===== src/rtl/xt_collapse.sv =====
// Micro-op collapser: folds expanded call/return micro-op sequences back
// into one macro-instruction record per expansion for trace and retire.
//
// Ports: iw_clk, iw_rst (sync, active-high); iw_valid/iw_pc/iw_instr/iw_flush
// micro-op input; ow_valid/ow_pc/ow_instr/ow_err registered record output.

`ifndef HBIT_ADDR
`define HBIT_ADDR 15
`endif
`ifndef HBIT_DATA
`define HBIT_DATA 23
`endif
`ifndef HBIT_OPC
`define HBIT_OPC 7
`endif

package xt_pkg;
  localparam int HBIT_ADDR = `HBIT_ADDR;
  localparam int HBIT_DATA = `HBIT_DATA;
  localparam int HBIT_OPC  = `HBIT_OPC;

  typedef logic [HBIT_OPC:0]  opc_t;
  typedef logic [HBIT_ADDR:0] addr_t;
  typedef logic [HBIT_DATA:0] word_t;

  localparam opc_t OPC_NOP      = 8'h00;
  localparam opc_t OPC_SRSUBsi  = 8'h10;
  localparam opc_t OPC_SRADDsi  = 8'h11;
  localparam opc_t OPC_SRMOVAur = 8'h12;
  localparam opc_t OPC_SRSTso   = 8'h13;
  localparam opc_t OPC_SRMOVur  = 8'h14;
  localparam opc_t OPC_SRLDso   = 8'h15;
  localparam opc_t OPC_SRJCCso  = 8'h16;
  localparam opc_t OPC_JCCui    = 8'h20;
  localparam opc_t OPC_BCCsr    = 8'h21;
  localparam opc_t OPC_BALso    = 8'h22;
  localparam opc_t OPC_JSRui    = 8'h30;
  localparam opc_t OPC_BSRsr    = 8'h31;
  localparam opc_t OPC_BSRso    = 8'h32;
  localparam opc_t OPC_RET      = 8'h33;
  localparam opc_t OPC_SETSSP   = 8'h34;

  localparam logic [1:0] SR_LR  = 2'd0;
  localparam logic [1:0] SR_SSP = 2'd1;
  localparam logic [1:0] SR_FL  = 2'd2;
  localparam logic [1:0] SR_PC  = 2'd3;
endpackage

module xt_collapse
  import xt_pkg::*;
(
  input  logic                 iw_clk,
  input  logic                 iw_rst,
  input  logic                 iw_valid,
  input  logic [`HBIT_ADDR:0]  iw_pc,
  input  logic [`HBIT_DATA:0]  iw_instr,
  input  logic                 iw_flush,
  output logic                 ow_valid,
  output logic [`HBIT_ADDR:0]  ow_pc,
  output logic [`HBIT_DATA:0]  ow_instr,
  output logic                 ow_err
);

  typedef enum logic [2:0] {
    IDLE, P1, P2, P3, R1, R2
  } state_t;

  state_t state, state_n;
  addr_t  spc, spc_n;
  logic   v_n, e_n, bad;
  addr_t  pc_n;
  word_t  ins_n;

  opc_t        op;
  logic [15:0] pl;
  assign op = iw_instr[HBIT_DATA -: HBIT_OPC+1];
  assign pl = iw_instr[15:0];

  logic push0, ret0, setssp;
  logic push1, push2, ret1, ret2;
  logic jcc0, bcc0, bal;

  assign push0  = op == OPC_SRSUBsi
               && pl == {SR_SSP, 14'd2};
  assign ret0   = op == OPC_SRADDsi
               && pl == {SR_SSP, 14'd2};
  assign setssp = op == OPC_SRMOVAur
               && pl[15:14] == SR_SSP
               && pl[11:0] == 12'h000;
  assign push1  = op == OPC_SRSTso
               && pl == {SR_SSP, SR_LR, 12'h000};
  assign push2  = op == OPC_SRMOVur
               && pl == {SR_LR, SR_PC, 12'h000};
  assign ret1   = op == OPC_SRLDso
               && pl == {SR_LR, SR_SSP, 12'hFFE};
  assign ret2   = op == OPC_SRJCCso
               && pl == {SR_LR, 4'h0, 10'd1};
  assign jcc0   = op == OPC_JCCui
               && pl[15:12] == 4'h0;
  assign bcc0   = op == OPC_BCCsr
               && pl[11:0] == 12'h000;
  assign bal    = op == OPC_BALso;

  always_ff @(posedge iw_clk) begin
    if (iw_rst) begin
      state    <= IDLE;
      spc      <= '0;
      ow_valid <= 1'b0;
      ow_err   <= 1'b0;
      ow_pc    <= '0;
      ow_instr <= '0;
    end else begin
      state    <= state_n;
      spc      <= spc_n;
      ow_valid <= v_n;
      ow_err   <= e_n;
      ow_pc    <= pc_n;
      ow_instr <= ins_n;
    end
  end

  always_comb begin
    state_n = state;
    spc_n   = spc;
    v_n     = 1'b0;
    e_n     = 1'b0;
    pc_n    = ow_pc;
    ins_n   = ow_instr;
    bad     = 1'b0;
    if (iw_flush) begin
      state_n = IDLE;
    end else if (iw_valid) begin
      unique case (state)
        IDLE: begin
          unique case (1'b1)
            push0: begin
              state_n = P1;
              spc_n   = iw_pc;
            end
            ret0: begin
              state_n = R1;
              spc_n   = iw_pc;
            end
            setssp: begin
              v_n   = 1'b1;
              pc_n  = iw_pc;
              ins_n = {OPC_SETSSP, pl[13:12], 14'b0};
            end
            default: begin
              v_n   = 1'b1;
              pc_n  = iw_pc;
              ins_n = iw_instr;
            end
          endcase
        end
        P1: begin
          if (push1) state_n = P2;
          else bad = 1'b1;
        end
        P2: begin
          if (push2) state_n = P3;
          else bad = 1'b1;
        end
        P3: begin
          state_n = IDLE;
          v_n     = 1'b1;
          pc_n    = spc;
          unique case (1'b1)
            jcc0: ins_n = {OPC_JSRui, 4'h0, pl[11:0]};
            bcc0: ins_n = {OPC_BSRsr, pl[15:12], 12'h000};
            bal:  ins_n = {OPC_BSRso, pl};
            default: bad = 1'b1;
          endcase
        end
        R1: begin
          if (ret1) state_n = R2;
          else bad = 1'b1;
        end
        R2: begin
          if (ret2) begin
            state_n = IDLE;
            v_n     = 1'b1;
            pc_n    = spc;
            ins_n   = {OPC_RET, 16'h0000};
          end else begin
            bad = 1'b1;
          end
        end
        default: state_n = IDLE;
      endcase
      // a broken sequence reports the offender and swallows it
      if (bad) begin
        state_n = IDLE;
        v_n     = 1'b0;
        e_n     = 1'b1;
        pc_n    = spc;
        ins_n   = iw_instr;
      end
    end
  end

endmodule


===== config.mk =====
export PLATFORM = sky130hd
export DESIGN_NAME = xt_collapse
export DESIGN_NICKNAME = d
export VERILOG_FILES = /design/src/rtl/xt_collapse.sv
export SDC_FILE = /design/constraint.sdc
export NUM_CORES = 1
export LEC_CHECK = 0
export ABC_AREA = 1
export CAP_MARGIN = 20
export CORE_ASPECT_RATIO = 0.6
export CORE_UTILIZATION = 35
export CTS_CLUSTER_DIAMETER = 50
export CTS_CLUSTER_SIZE = 12
export DETAILED_ROUTE_END_ITERATION = 12
export DONT_BUFFER_PORTS = 1
export PLACE_DENSITY = 0.49
export SLEW_MARGIN = 20
export SYNTH_ARGS = -nofsm -noshare
export SYNTH_HDL_FRONTEND = slang
export SYNTH_SLANG_ARGS = --single-unit

===== constraint.sdc =====
create_clock -name iw_clk -period 3.89 [get_ports iw_clk]
set_clock_uncertainty 0.2 [all_clocks]
set_input_delay 1.167 -clock iw_clk [delete_from_list [all_inputs] [get_ports iw_clk]]
set_output_delay 1.167 -clock iw_clk [all_outputs]
set_load 0.01 [all_outputs]

# After elaboration in Yosys (flattened, before gate mapping)
# Index checks and enable logic that the tools add are counted.
word_totals:
  ff_bits: 61
  in_bits: 44
classes:
  eq_ne: 28
  mux: 28
  bitwise: 2
  reduce_logical: 23
op_table:
  columns: ["op", "n"]
  rows:
  - ["one-hot mux 24 bit (3 select lines)", 2]
  - ["equality test 8 x 5 -> 1 bit (second input constant)", 7]
  - ["two-way mux 16 bit", 3]
  - ["two-way mux 24 bit", 2]
  - ["one-hot mux 16 bit (3 select lines)", 1]
  - ["one-hot mux 24 bit (2 select lines)", 1]
  - ["equality test 16 x 15 -> 1 bit (second input constant)", 2]
  - ["equality test 8 x 6 -> 1 bit (second input constant)", 3]
  - ["equality test 16 x 1 -> 1 bit (second input constant)", 1]
  - ["equality test 16 x 13 -> 1 bit (second input constant)", 1]
  - ["equality test 16 x 14 -> 1 bit (second input constant)", 1]
  - ["two-way mux 3 bit", 5]
  - ["inequality test 3 bit (second input constant)", 5]
  - ["one-hot mux 3 bit (5 select lines)", 1]
  - ["logical NOT 12 bit", 1]
  - ["AND reduction 6 bit", 2]
  - ["logical AND 1 bit", 10]
  - ["two-way mux 1 bit", 10]
  - ["equality test 3 x 2 -> 1 bit (second input constant)", 2]
  - ["equality test 3 bit (second input constant)", 2]
  - ["one-hot mux 3 bit (2 select lines)", 1]
  - ["OR reduction 3 bit", 2]
  - ["inequality test 5 bit (second input constant)", 1]
  - ["one-hot mux 1 bit (5 select lines)", 1]
  - ["12 further kinds", 14]

# Longest topological paths before layout
# Gate-level depths: netlist (run 1).
logic_depth:
  word_depth: 9
  mapped_depth: 14
  depth_no_buf: 13

# Least setup slack after synthesis (run 1)
# No wires, ideal clock.
synth_path:
  kind: "input port to flip-flop"
  from: "input port iw_instr[23]"
  to: "register ow_instr[18]"
  arrival_ns: 2.389
  required_ns: 3.577
  slack_ns: 1.189
  path_stages: 13
  cell_sequence: "nor2_1 -> nand2_1 -> nor2_2 -> nand3_1 -> nand3_1 -> nand2_2 -> nor2_4 -> nand3_2 -> nand3_2 -> buf_2 -> nand2_1 -> nand2_1 -> nor2_1"
synth_between:
  elab_chain_cells: 9
  word_cells_on_any_way: 38
  cone_classes: "13 x eq/ne; 11 x mux; 14 x reduce/logical"
synth_rtl:
  columns: ["element", "line", "source"]
  rows:
  - ["start, declared", "56", "input logic [`HBIT_DATA:0] iw_instr,"]
  - ["equality test 8 x 6 -> 1 bit (on tied branches)", "98, 100", null]
  - ["logical AND 1 bit (on tied branches)", "99, 101", null]
  - ["OR reduction 3 bit (no line)", null, null]
  - ["two-way mux 1 bit", "168", "unique case (1'b1)"]
  - ["one-hot mux 1 bit (5 select lines)", "133", "unique case (state)"]
  - ["two-way mux 1 bit", "132", "end else if (iw_valid) begin"]
  - ["two-way mux 1 bit", "130", "if (iw_flush) begin"]
  - ["inequality test 5 bit (no line) (tied with other cells)", null, null]
  - ["AND reduction 6 bit (no line)", null, null]
  - ["end signal, assigned", "118", "ow_instr <= ins_n;"]
  - ["end, declared", "60", "output logic [`HBIT_DATA:0] ow_instr,"]
# Several ways; a longest one is shown, not always the timed one. The select of a mux whose other input is x is not followed.
# A chain may end at the register's enable or synchronous reset.

# Worst setup path after layout (run 1)
layout_path:
  from: "input port iw_instr[20]"
  to: "register ow_instr[0]"
# Same word-level chain as after synthesis.

==> results_dict.tcl, run 1 <==
set metrics [dict create \
    worst_margin_slew_ns 0.611 \
    final.setup.tns_ns 0 \
    later_pin_clock_latency_in_the_skew_report_ns 0.32 \
    gp_congestion 0.814 \
    worstHoldStart "spc[2]" \
    crit_path_max_fanout 61 \
    pwr_density_cell_mw_per_mm2 424 \
    compound_cell_area_share_of_the_yosys_netlist 0.0685 \
    yosys.area_share.xor_xnor 0 \
    grt_setup_unrepaired "false" \
    dpl.hpwl_mm 6.30 \
    antenna_found_initial 0 \
    port_buffers 0 \
    timing.critical_path.arrival_ns 3.04 \
    hold_class "flop to flop" \
    num_vias 3092 \
    grt_first_pass_wirelength_mm 14.8 \
    synth_cell_types 26 \
    cts_max_path_buffers 2 \
    die_w_um 127 \
    p_leak_nw 1.82 \
    i_o_pin_cnt 86 \
    fin_nets 590 \
    maxSlewHeadroom 0.592 \
    clock.fmax_mhz 331 \
    drt_drc_violations_left 0 \
    status "finished clean" \
    rr_worst_depth 12 \
    synth.area.top_cells "dfxtp_1, nand2_1, nor2_1" \
    antenna-diode-count 0 \
    floorplan.die.height_um 77.3 \
    synth.area.mux_share 0 \
    drt-wirelength-per-cell_um 12.8 \
    tritoncts_clock_tree "done" \
    synthesis.instances 552 \
    nFillCells 999 \
    antenna_violating_nets_post_route 0 \
    clk_root_buffer_cell "clkbuf_16" \
    cts_max_level 3 \
    drive_gt1_frac 0.0655 \
    setup-violations-final 0 \
    rrSetupSlack_ns 1.62 \
    fin_crit_ns 3.02 \
    coreArea_mm2 0.00916 \
    cts_repair_resize_count 0 \
    synth_fp_nets 596 \
    timing.final.hold_violations 0 \
    hold_depth 2 \
    cp.required_ns 3.91 \
    post_synthesis_instance_area_mm2 0.00330 \
    start_util 0.361 \
    combinational_family_with_the_most_area_after_synthesis "simple AND/OR/NAND/NOR gates" \
    route.detailed.vias_per_inst 4.55 \
    std_cell_rows 27 \
    synthDominantAreaCellType "dfxtp_1" \
    post_cts_hold_buffer_count 0 \
    grt_start_max_net_pins 62 \
    vias_in_the_first_global_route 3002 \
    synth_simple_gate_area_share 0.423 \
    timing_worst_setup_path_type "input pin to flop" \
    design_power_total_mw 1.56 \
    startpoint "iw_instr[20]" \
    global_route.overflow_total 0 \
    crit_path_end_kind "flop" \
    synth_warn 0 \
    cts.repair_timing.setup_buffer_count 0 \
    cap_violations 0 \
    synth_adder_area_share 0 \
    gr-usage-all-layers 0.194 \
    totalWireLength_mm 8.68 \
    r2r-start "state[2]" \
    whs_ns 0.254 \
    area_delta_synth_final_pct 11.5 \
    initialDrtViolationCount 173 \
    setup_ws_ns 0.871 \
    worst_setup_hold_path_clk_slew_ns 0.05 \
    finalMaxSlewViolations 0 \
    peakVddDrop_mv 0.196 \
    placement.setup.worst_slack_ns 0.591 \
    ys_seq_area_frac 0.370 \
    die_outline_area_mm2 0.00985 \
    syn_area_per_cell_um2 5.99 \
    numClockSinks 61 \
    yosys.area.top_type_share 0.370 \
    cts_inserted_buffers 9 \
    number_of_detailed_route_iterations_in_the_first_pass 5 \
    synth_seq_cells 61 \
    post-route-period-util 0.776 \
    worstSetupStartpointType "input pin" \
]
## per-layer routing
| metal | GRT usage | vias up | routed length, µm |
|---|---|---|---|
| met2 | 0.273 | 92 | 3260 |
| li1 | - | 1657 | - |
| met3 | 0.0803 | 6 | 818 |
| met4 | 0.0560 | 0 | 58 |
| met5 | 0 | - | 0 |
| met1 | 0.266 | 1337 | 4540 |
## per-stage QoR
stage / cells / cell area (µm²) / utilization
floorplan: 552 / 3300 / -
global placement: 665 / 3400 / 0.371
detailed placement: 665 / 3400 / 0.371
CTS: 680 / 3680 / 0.402
global route: 680 / 3680 / 0.402
finish: 680 / 3680 / 0.402
## synth_stat cells
| master | count |
|---|---|
| nor2_4 | 1 |
| nand3_2 | 2 |
| nor3_1 | 5 |
| nand4_1 | 4 |
| nor2_1 | 136 |
| dfxtp_1 | 61 |
| a211oi_1 | 18 |
| buf_4 | 2 |
| o21ai_1 | 3 |
| and2_1 | 1 |
| nor2_2 | 6 |
| nand2_2 | 2 |
| buf_6 | 3 |
| buf_1 | 4 |
| nor3b_1 | 1 |
| buf_2 | 11 |
| nand3b_1 | 1 |
| a21oi_1 | 7 |
| inv_1 | 85 |
| o311ai_1 | 1 |
| nand3_1 | 28 |
| a31oi_1 | 2 |
| inv_2 | 3 |
| clkbuf_1 | 3 |
| nand2_1 | 158 |
| o21ai_0 | 4 |
## final timing paths
kind                 end
max          ow_instr[0]
min               spc[2]
max reg2reg  ow_instr[0]
min reg2reg       spc[2]
## report_power, final
group	internal (mW)	switching, mW	leakage [nW]
clock network	0.478	0.281	0.137
registers	0.655	0.0318	0.499
logic	0.0424	0.0737	1.18
total	1.17	0.386	1.82
## critical path, stage by stage
cell and delay, ns:
inv_1 0.03, nor2_1 0.14, nand2_1 0.18, nor2_1 0.17
nand3_1 0.10, nand2_1 0.06, nand3_1 0.12, nor2_4 0.33
nand3_2 0.13, nand3_2 0.12, buf_12 0.26, nand2_1 0.09
nand2_1 0.06, nor2_1 0.05
## sequential cells by signal, summed over array words and instances, names as in the netlist
| signal | flops |
|---|---|
| spc | 16 |
| ow_pc | 16 |
| ow_valid | 1 |
| ow_instr | 24 |
| state | 3 |
| ow_err | 1 |
## logic make-up after synthesis
| logic type | after synthesis |
|---|---|
| buffers and inverters | 111 |
| AOI/OAI and AO/OA | 35 |
| and+or+nand+nor | 345 |
| DFF | 61 |
## layout by cell type, fill, tap and decap left out, drive strengths merged
master    Yosys  final
a211oi       18     18
a21oi         7      7
a31oi         2      2
and2          1      1
buf          20      6
clkbuf        3     12
clkinv        0      1
clkinvlp      0      2
dfxtp        61     61
inv          88     88
nand2       160    160
nand3        30     30
nand3b        1      1
nand4         4      4
nor2        143    143
nor3          5      5
nor3b         1      1
o21ai         7      7
o311ai        1      1
## cell type report
class	count	area, µm²	area share
well taps	130	163	0.0442
flip-flops and latches	61	1220	0.332
clock buffers	12	267	0.0724
clock inverters	3	20.0	0.00543
multi-input cells	380	1630	0.441
repair buffers	6	57.6	0.0156
inverters	88	330	0.0897
Note: power is estimated with default switching activity, not from simulation.
==> run 2: changes to the inputs <==
--- a/config.mk
+++ b/config.mk
@@ -13,7 +13,7 @@
 export CTS_CLUSTER_SIZE = 12
 export DETAILED_ROUTE_END_ITERATION = 12
 export DONT_BUFFER_PORTS = 1
-export PLACE_DENSITY = 0.49
+export PLACE_DENSITY = 0.51
 export SLEW_MARGIN = 20
 export SYNTH_ARGS = -nofsm -noshare
 export SYNTH_HDL_FRONTEND = slang
==> constraint.sdc (replaced) <==
create_clock -name iw_clk -period 2.5 [get_ports iw_clk]
set_clock_uncertainty 0.2 [all_clocks]
set_input_delay 0.75 -clock iw_clk [delete_from_list [all_inputs] [get_ports iw_clk]]
set_output_delay 0.75 -clock iw_clk [all_outputs]
set_load 0.01 [all_outputs]
==> run 2 against run 1 <==
First-iteration DRC count rose by 22%; routed wire length fell by 1.3%; global-route usage fell by 0.33 points; combinational power rose by 67%; final cell count rose by 3.5%; die area did not move; via count rose by 1.8%; sequential power rose by 56%; hold slack got worse by 0.0022 ns; cell area rose by 6.2%; critical path type unchanged.
==> results_dict.tcl, run 2 (synthesis results as in run 1) <==
set metrics [dict create \
    status "finished clean" \
    gp_congestion 0.881 \
    dpl.hpwl_mm 6.26 \
    totalWireLength_mm 8.57 \
    finalMaxSlewViolations 0 \
    mostFrequentLayoutCells "nand2_1, nor2_1, inv_1" \
    antenna_violating_nets_post_route 0 \
    cts_inserted_buffers 9 \
    area_delta_synth_final_pct 18.4 \
    drive_gt1_frac 0.101 \
    worst_setup_hold_path_clk_slew_ns 0.05 \
    vias_in_the_first_global_route 2916 \
    coreArea_mm2 0.00916 \
    largest_register_ffs 24 \
    maxSlewHeadroom 0.742 \
    antenna-diode-count 0 \
    gr-usage-all-layers 0.190 \
    placement.setup.worst_slack_ns -0.155 \
    start_util 0.361 \
    timing_worst_setup_path_type "input pin to flop" \
    drt_drc_violations_left 0 \
    cts_max_level 3 \
    cts_repair_resize_count 0 \
    hold_depth 2 \
    port_buffers 0 \
    num_vias 3148 \
    antenna_found_initial 0 \
    setup-violations-final 0 \
    p_leak_nw 1.96 \
    die_w_um 127 \
    crit_path_end_kind "flop" \
    commonest_non_fill_non_tap_cell_in_the_layout "nand2_1" \
    global_route.overflow_total 0 \
    final_area_mm2 0.00391 \
    grt_first_pass_wirelength_mm 14.5 \
    peakVddDrop_mv 0.297 \
    number_of_detailed_route_iterations_in_the_first_pass 5 \
    nFillCells 994 \
    largest_register "ow_instr" \
    hold_class "flop to flop" \
    cp.required_ns 2.53 \
    timing.critical_path.arrival_ns 2.34 \
    design_power_total_mw 2.49 \
    worst_margin_slew_ns 0.386 \
    pwr_density_cell_mw_per_mm2 636 \
    fin_nets 613 \
    clk_root_buffer_cell "clkbuf_16" \
    timing.final.hold_violations 0 \
    floorplan.die.height_um 77.3 \
    crit_path_max_fanout 17 \
    post-route-period-util 0.925 \
    postPlaceCellArea_mm2 0.00362 \
    cts.repair_timing.setup_buffer_count 0 \
    i_o_pin_cnt 86 \
    clock.fmax_mhz 433 \
    drt-wirelength-per-cell_um 12.2 \
    worstSetupStartpointType "input pin" \
    initialDrtViolationCount 211 \
    post_cts_hold_buffer_count 0 \
    grt_start_max_net_pins 33 \
    cts_max_path_buffers 2 \
    numClockSinks 61 \
    route.detailed.vias_per_inst 4.47 \
    std_cell_rows 27 \
    die_outline_area_mm2 0.00985 \
    later_pin_clock_latency_in_the_skew_report_ns 0.33 \
    rr_worst_depth 10 \
    grt_setup_unrepaired "false" \
    fin_crit_ns 2.31 \
    cap_violations 0 \
    setup_ws_ns 0.188 \
    tritoncts_clock_tree "done" \
    largest_registers "ow_instr: 24 flops, ow_pc: 16 flops, spc: 16 flops" \
]
[run 2: cell count changes in the layout (fill, tap and decap cells not counted), sizes merged]
cell,delta
clkinvlp,-1
clkinv,+1
buf,+23
bufinv,+1
[run 2: report_power, final]
group	total, mW	switching (mW)	leakage (nW)	internal (mW)
sequential	1.07	0.0489	0.499	1.02
combinational	0.194	0.117	1.32	0.0775
clock	1.23	0.434	0.143	0.795
[run 2: per-layer routing]
metal | wire length [µm] | vias to the layer above | track usage | part of all wire
li1 | - | 1702 | - | -
met1 | 4520 | 1348 | 0.270 | 0.53
met2 | 3220 | 91 | 0.260 | 0.38
met3 | 747 | 7 | 0.0761 | 0.087
met4 | 79 | 0 | 0.0536 | 0.0092
met5 | 0 | - | 0 | 0
[run 2: per-stage QoR]
step	utilization	std cells	setup TNS, ns	hold slack, ns
final	0.427	704	0	0.251
after global routing	0.427	704	0	0.275
after CTS	0.427	704	0	0.254
after detailed placement	0.395	688	-5.13	0.243
after global placement	0.395	688	-5.54	0.241
after floorplan	-	552	0	0.234
[run 2: worst max-delay path, stage by stage]
cell	delay [ns]
nor2_1	0.17
nand2_1	0.19
nor2_1	0.14
nand3_1	0.08
nand2_1	0.06
nand3_1	0.13
nor2_4	0.15
nand2_2	0.26
nand2_1	0.15
nand2_1	0.07
nor2_1	0.12
nor2_1	0.05
[run 2: area by class of cell]
| cell class | count | area [µm²] | area share |
|---|---|---|---|
| multi-input combinational | 380 | 1630 | 0.415 |
| clock inverter | 4 | 47.5 | 0.0121 |
| inverter | 88 | 330 | 0.0844 |
| tap | 130 | 163 | 0.0416 |
| clock buffer | 12 | 246 | 0.0630 |
| timing repair buffer | 29 | 280 | 0.0716 |
| sequential | 61 | 1220 | 0.312 |
[run 2: final timing paths]
kind	start	to	slack, ns
worst max-delay path	iw_instr[23]	ow_pc[2]	0.19
worst min-delay path	spc[7]	spc[7]	0.25
worst max register to register	state[0]	ow_instr[13]	0.39
worst min register to register	spc[7]	spc[7]	0.25
==> run 3: changes to the inputs <==
--- a/config.mk
+++ b/config.mk
@@ -13,6 +13,7 @@
 export CTS_CLUSTER_SIZE = 12
 export DETAILED_ROUTE_END_ITERATION = 12
 export DONT_BUFFER_PORTS = 1
+export HOLD_SLACK_MARGIN = 0.05
 export PLACE_DENSITY = 0.51
 export SLEW_MARGIN = 20
 export SYNTH_ARGS = -nofsm -noshare
==> results of run 3 <==
Final layout, timing and power as in run 2 (identical DEF).
